**config.mk**
```make
export PLATFORM = sky130hd
export DESIGN_NAME = ram_sp_param
export DESIGN_NICKNAME = d
export VERILOG_FILES = /design/src/rtl/ram_sp_param.sv
export SDC_FILE = /design/constraint.sdc
export NUM_CORES = 1
export LEC_CHECK = 0
export ABC_AREA = 1
export CAP_MARGIN = 20
export CORE_UTILIZATION = 50
export DETAILED_ROUTE_END_ITERATION = 7
export PLACE_DENSITY = 0.68
export SETUP_SLACK_MARGIN = 0.3
export SLEW_MARGIN = 30
export SYNTH_ARGS = -nofsm -noshare
export SYNTH_HDL_FRONTEND = slang
export SYNTH_SLANG_ARGS = --single-unit
```
**constraint.sdc**
```tcl
create_clock -name sys_clk -period 3.9 [get_ports sys_clk]
set_clock_uncertainty 0.1 [all_clocks]
set_input_delay 0.78 -clock sys_clk [delete_from_list [all_inputs] [get_ports sys_clk]]
set_output_delay 0.78 -clock sys_clk [all_outputs]
set_load 0.01 [all_outputs]
```
**src/rtl/ram_sp_param.sv**
```systemverilog
// Single-port synchronous RAM with a configurable read latency, a collision mode and a clear sequencer.
// Optional stored parity per word: define RAM_SP_PARAM_PARITY_EN.
module ram_sp_param #(
    parameter int                DATA_W   = 16,
    parameter int                ADDR_W   = 4,
    parameter int                RD_LAT   = 1,
    parameter int                RD_MODE  = 0,
    parameter logic [DATA_W-1:0] INIT_VAL = '0
) (
    input  logic              sys_clk,
    input  logic              sys_rst_n,
    input  logic              ram_en,
    input  logic              ram_wea,
    input  logic [ADDR_W-1:0] ram_addr,
    input  logic [DATA_W-1:0] ram_wr_data,
    input  logic              ram_clr,
    input  logic              ram_par_inj,
    output logic [DATA_W-1:0] ram_rd_data,
    output logic              ram_rd_valid,
    output logic              ram_busy,
    output logic              ram_par_err
);

    localparam int DEPTH = 2 ** ADDR_W;
    localparam logic [ADDR_W-1:0] LAST_ADDR = ADDR_W'(DEPTH - 1);

    typedef enum logic {
        ST_CLEAR,
        ST_READY
    } state_t;

    state_t            r_state;
    state_t            w_state_nxt;
    logic [ADDR_W-1:0] r_clr_addr;
    logic [ADDR_W-1:0] w_clr_addr_nxt;

    logic [DATA_W-1:0] r_mem [DEPTH];

    logic              w_acc;
    logic              w_we;
    logic [ADDR_W-1:0] w_waddr;
    logic [DATA_W-1:0] w_wdata;
    logic [DATA_W-1:0] w_ret_data;
    logic              w_ret_perr;

    logic              w_s_vld;
    logic [DATA_W-1:0] w_s_data;
    logic              w_s_perr;

    logic [DATA_W-1:0] r_rd_data;
    logic              r_rd_valid;
    logic              r_par_err;

    // Reset is active-high despite the port name.
    always_ff @(posedge sys_clk) begin
        if (sys_rst_n) begin
            r_state    <= ST_CLEAR;
            r_clr_addr <= '0;
        end else begin
            r_state    <= w_state_nxt;
            r_clr_addr <= w_clr_addr_nxt;
        end
    end

    always_comb begin
        w_state_nxt    = r_state;
        w_clr_addr_nxt = r_clr_addr;
        unique case (r_state)
            ST_CLEAR: begin
                w_clr_addr_nxt = r_clr_addr + 1'b1;
                if (r_clr_addr == LAST_ADDR) begin
                    w_state_nxt    = ST_READY;
                    w_clr_addr_nxt = '0;
                end
            end
            ST_READY: begin
                if (ram_clr) begin
                    w_state_nxt    = ST_CLEAR;
                    w_clr_addr_nxt = '0;
                end
            end
        endcase
    end

    assign ram_busy = (r_state == ST_CLEAR);
    assign w_acc    = ram_en & ~ram_busy;

    // The clear sequencer owns the write port while busy.
    assign w_we    = ram_busy | (w_acc & ram_wea);
    assign w_waddr = ram_busy ? r_clr_addr : ram_addr;
    assign w_wdata = ram_busy ? INIT_VAL : ram_wr_data;

    always_ff @(posedge sys_clk) begin
        if (w_we) begin
            r_mem[w_waddr] <= w_wdata;
        end
    end

    assign w_ret_data = ((RD_MODE == 1) && ram_wea) ? ram_wr_data
                                                    : r_mem[ram_addr];

`ifdef RAM_SP_PARAM_PARITY_EN
    logic r_par [DEPTH];
    logic w_wpar;
    logic w_ret_par;

    assign w_wpar = ram_busy ? (^INIT_VAL) : ((^ram_wr_data) ^ ram_par_inj);

    always_ff @(posedge sys_clk) begin
        if (w_we) begin
            r_par[w_waddr] <= w_wpar;
        end
    end

    assign w_ret_par  = ((RD_MODE == 1) && ram_wea) ? w_wpar : r_par[ram_addr];
    assign w_ret_perr = (^w_ret_data) ^ w_ret_par;
`else
    logic w_unused_par;

    assign w_unused_par = ram_par_inj;
    assign w_ret_perr   = 1'b0;
`endif

    generate
        if (RD_LAT == 2) begin : g_lat2
            logic              r_p1_vld;
            logic [DATA_W-1:0] r_p1_data;
            logic              r_p1_perr;

            always_ff @(posedge sys_clk) begin
                if (sys_rst_n) begin
                    r_p1_vld  <= 1'b0;
                    r_p1_data <= '0;
                    r_p1_perr <= 1'b0;
                end else begin
                    r_p1_vld  <= w_acc;
                    r_p1_data <= w_ret_data;
                    r_p1_perr <= w_ret_perr;
                end
            end

            assign w_s_vld  = r_p1_vld;
            assign w_s_data = r_p1_data;
            assign w_s_perr = r_p1_perr;
        end else begin : g_lat1
            assign w_s_vld  = w_acc;
            assign w_s_data = w_ret_data;
            assign w_s_perr = w_ret_perr;
        end
    endgenerate

    // Read data only moves on a strobe so it holds between results.
    always_ff @(posedge sys_clk) begin
        if (sys_rst_n) begin
            r_rd_data  <= '0;
            r_rd_valid <= 1'b0;
            r_par_err  <= 1'b0;
        end else begin
            r_rd_valid <= w_s_vld;
            r_par_err  <= w_s_vld & w_s_perr;
            if (w_s_vld) begin
                r_rd_data <= w_s_data;
            end
        end
    end

    assign ram_rd_data  = r_rd_data;
    assign ram_rd_valid = r_rd_valid;
    assign ram_par_err  = r_par_err;

endmodule
```
==> flow_summary.json <==
{
  "core_mm2": 0.0220,
  "setup_viol": 0,
  "power_density_mw_per_mm2": 470,
  "r2r-end": "r_mem[2][8]",
  "gr-usage-all-layers_pct": 22.2,
  "dp.cells": 1323,
  "end_kind": "output pin",
  "grt_pass1_vias": 6932,
  "synth_cell_types": 21,
  "num_rows": 54,
  "routed_wl_um": 25300,
  "r2r_slack_ns": 1.23,
  "hold_violations": 0,
  "wire_per_inst_um": 18.5,
  "drt-pass1-iter-count": 8,
  "clockBufferDepth": 3,
  "hold_depth": 2,
  "grt_setup_unrepaired": "false",
  "clkLatencyLatePin_ns": 0.52,
  "holdBufCountCts": 0,
  "arrival_ns": 1.94,
  "synth_area_per_cell_um2": 11.0,
  "slew_headroom_pct": 41.8,
  "post_cts_resize_count": 0,
  "seq_area_frac_synth_pct": 71.5,
  "grtUsageMet2_pct": 35.3,
  "cts_tree": "built",
  "cp-start-kind": "flip-flop",
  "met3_usage_pct": 4.18,
  "r2r-start": "r_state",
  "synth_top_cell_by_area": "edfxtp_1",
  "grt_use_met1_pct": 31.1,
  "maxCapViolCount": 0,
  "slew_violations": 0,
  "hpwl_um": 14800,
  "ys_seq_elements": 278,
  "worstPathCellList": "inv_1 > clkdlybuf4s50_1",
  "initialDrtViolationCount": 698,
  "mappedNetlistNets": 1057,
  "grt_max_degree": 72,
  "path_clk_slew_ns": 0.06,
  "violations": "DRC",
  "ir_drop_mv": 0.275,
  "drive_gt1_share_pct": 8.06,
  "busiest_layer": "met2",
  "required_ns": 3.02,
  "syn_area_mm2": 0.0114,
  "numClockSinks": 278,
  "io_buffers": 42,
  "cts_made_buffers": 27,
  "yosysWarningCount": 0,
  "dieWidth_um": 153,
  "whs_ns": 0.411,
  "remaining_drc_errors": 7,
  "cp_slowest_stage_delay_ns": 0.66,
  "area_delta_synth_final_pct": 13.5,
  "slowest_stage": "dfxtp_1",
  "post-cts-setup-buffers": 0,
  "cp_max_fo": 14,
  "syn-instance-count": 1030,
  "synth_top_area_share_pct": 67.7,
  "finalCritPeriodShare_pct": 72.4,
  "hold_class": "flip-flop to flip-flop",
  "worstMarginPinSlew_ns": 0.872,
  "synthTopCellsByArea": "edfxtp_1 (68%), nand2_1 (12%), nand3_1 (9.4%), dfxtp_1 (3.9%), nor2_1 (1.7%)",
  "cts_root_buf": "clkbuf_16",
  "status": "finished, violations left",
  "placed_area_mm2": 0.0121,
  "min_period_ns": 2.82,
  "reg2reg_depth": 6,
  "final_cells": 1372,
  "tns_ns": 0,
  "fin_area_mm2": 0.0129,
  "gp_congestion": 0.777,
  "grt_overflow": 0,
  "fmax_ghz": 0.354,
  "path_class": "flip-flop to output pin",
  "p_leak_nw": 5.04,
  "die_y_um": 153,
  "layout.nets": 1099,
  "initial_core_util_pct": 51.6,
  "viasPerCell": 5.40,
  "crit_start": "r_state",
  "grt_pass1_wl_um": 39300,
  "crit_path_end": "ram_busy",
  "htreeDepth": 1,
  "antenna_found_initial": 0,
  "num_io_pins": 45,
  "num_antenna_cells": 0,
  "dieArea_mm2": 0.0233,
  "vias": 7414,
  "drtAntennaViolNets": 0
}
-- stage by stage --
| stage | setup slack (ns) | utilization, % | power, W |
|---|---|---|---|
| floorplan | 1.21 | - | 0.00357 |
| global placement | 0.857 | 54.8 | 0.00368 |
| detailed placement | 0.847 | 54.8 | 0.00369 |
| CTS | 1.07 | 58.5 | 0.00609 |
| global route | 0.934 | 58.5 | 0.00625 |
| finish | 1.08 | 58.5 | 0.00606 |
-- layout make-up --
cell class | count | area (µm²)
clock buffers | 35 | 706
clock inverters | 14 | 114
fillers | 1755 | 9130
inverters | 42 | 159
multi-input cells | 649 | 2780
flip-flops and latches | 278 | 8130
well taps | 280 | 350
repair buffers | 74 | 653
-- cells by family after synthesis --
group	after synthesis	share of synthesized area [%]
other	1	0.0330
and+or+nand+nor	636	23.4
buffers and inverters	103	4.33
AOI/OAI and AO/OA	10	0.496
xor gates and xnor gates	1	0.0771
DFF	278	71.5
adders and majority gates	1	0.110
-- synthesized netlist by cell type --
cell,number
inv_2,1
inv_1,40
clkbuf_1,7
edfxtp_1,256
buf_1,4
nand3b_1,1
buf_4,17
a21o_1,1
clkinv_1,1
buf_2,33
xor2_1,1
conb_1,1
dfxtp_1,22
nand3_1,214
nand2_1,369
a21oi_1,5
or2_2,1
o21ai_0,3
a21oi_2,1
nor2_1,51
ha_1,1
-- power breakdown --
| part | total, W | internal [W] | switching, W |
|---|---|---|---|
| logic | 0.000335 | 0.000102 | 0.000233 |
| clock network | 0.00243 | 0.00140 | 0.00103 |
| registers | 0.00329 | 0.00328 | 0.0000156 |
| total | 0.00606 | 0.00478 | 0.00128 |
-- layer usage --
metal / wire length [µm] / vias to the layer above / part of all wire, %
met4: 586 / 0 / 2.3
li1: - / 3589 / -
met1: 10900 / 3482 / 43
met5: 0 / - / 0
met2: 11700 / 292 / 46
met3: 2190 / 51 / 8.7
-- flip-flops by register name, summed over array words and instances (netlist names) --
name,cells
r_mem,256
r_clr_addr,4
ram_rd_data,16
ram_rd_valid,1
r_state,1
-- cell usage in the layout, fill, tap and decap left out --
cell	n
nand2_1	369
edfxtp_1	256
nand3_1	214
clkdlybuf4s50_1	40
inv_1	39
nor2_1	35
buf_4	33
clkbuf_16	27
dfxtp_1	22
nor2_2	16
clkinv_1	8
clkbuf_1	8
clkinv_2	5
a21oi_1	5
o21ai_0	3
bufinv_16	2
a21oi_2	1
inv_2	1
or2_2	1
a21o_1	1
xor2_1	1
nand3b_1	1
ha_1	1
conb_1	1
clkinvlp_4	1
buf_2	1
-- critical path, delay by kind of cell (launching register included) --
kind	cells	cell delay [ns]
buf+inv	2	0.76
flops	1	0.66
-- how the worst min path moves through the flow --
stage | from | to | slack [ns]
4_1_cts | r_clr_addr[0] | r_clr_addr[0] | 0.41
2_1_floorplan | r_clr_addr[1] | r_clr_addr[1] | 0.37
6_report | r_clr_addr[0] | r_clr_addr[0] | 0.41
5_1_grt | r_clr_addr[0] | r_clr_addr[0] | 0.44
3_3_place_gp | r_clr_addr[0] | r_clr_addr[0] | 0.40
3_5_place_dp | r_clr_addr[0] | r_clr_addr[0] | 0.40
Power figures use the tool's default switching activity.
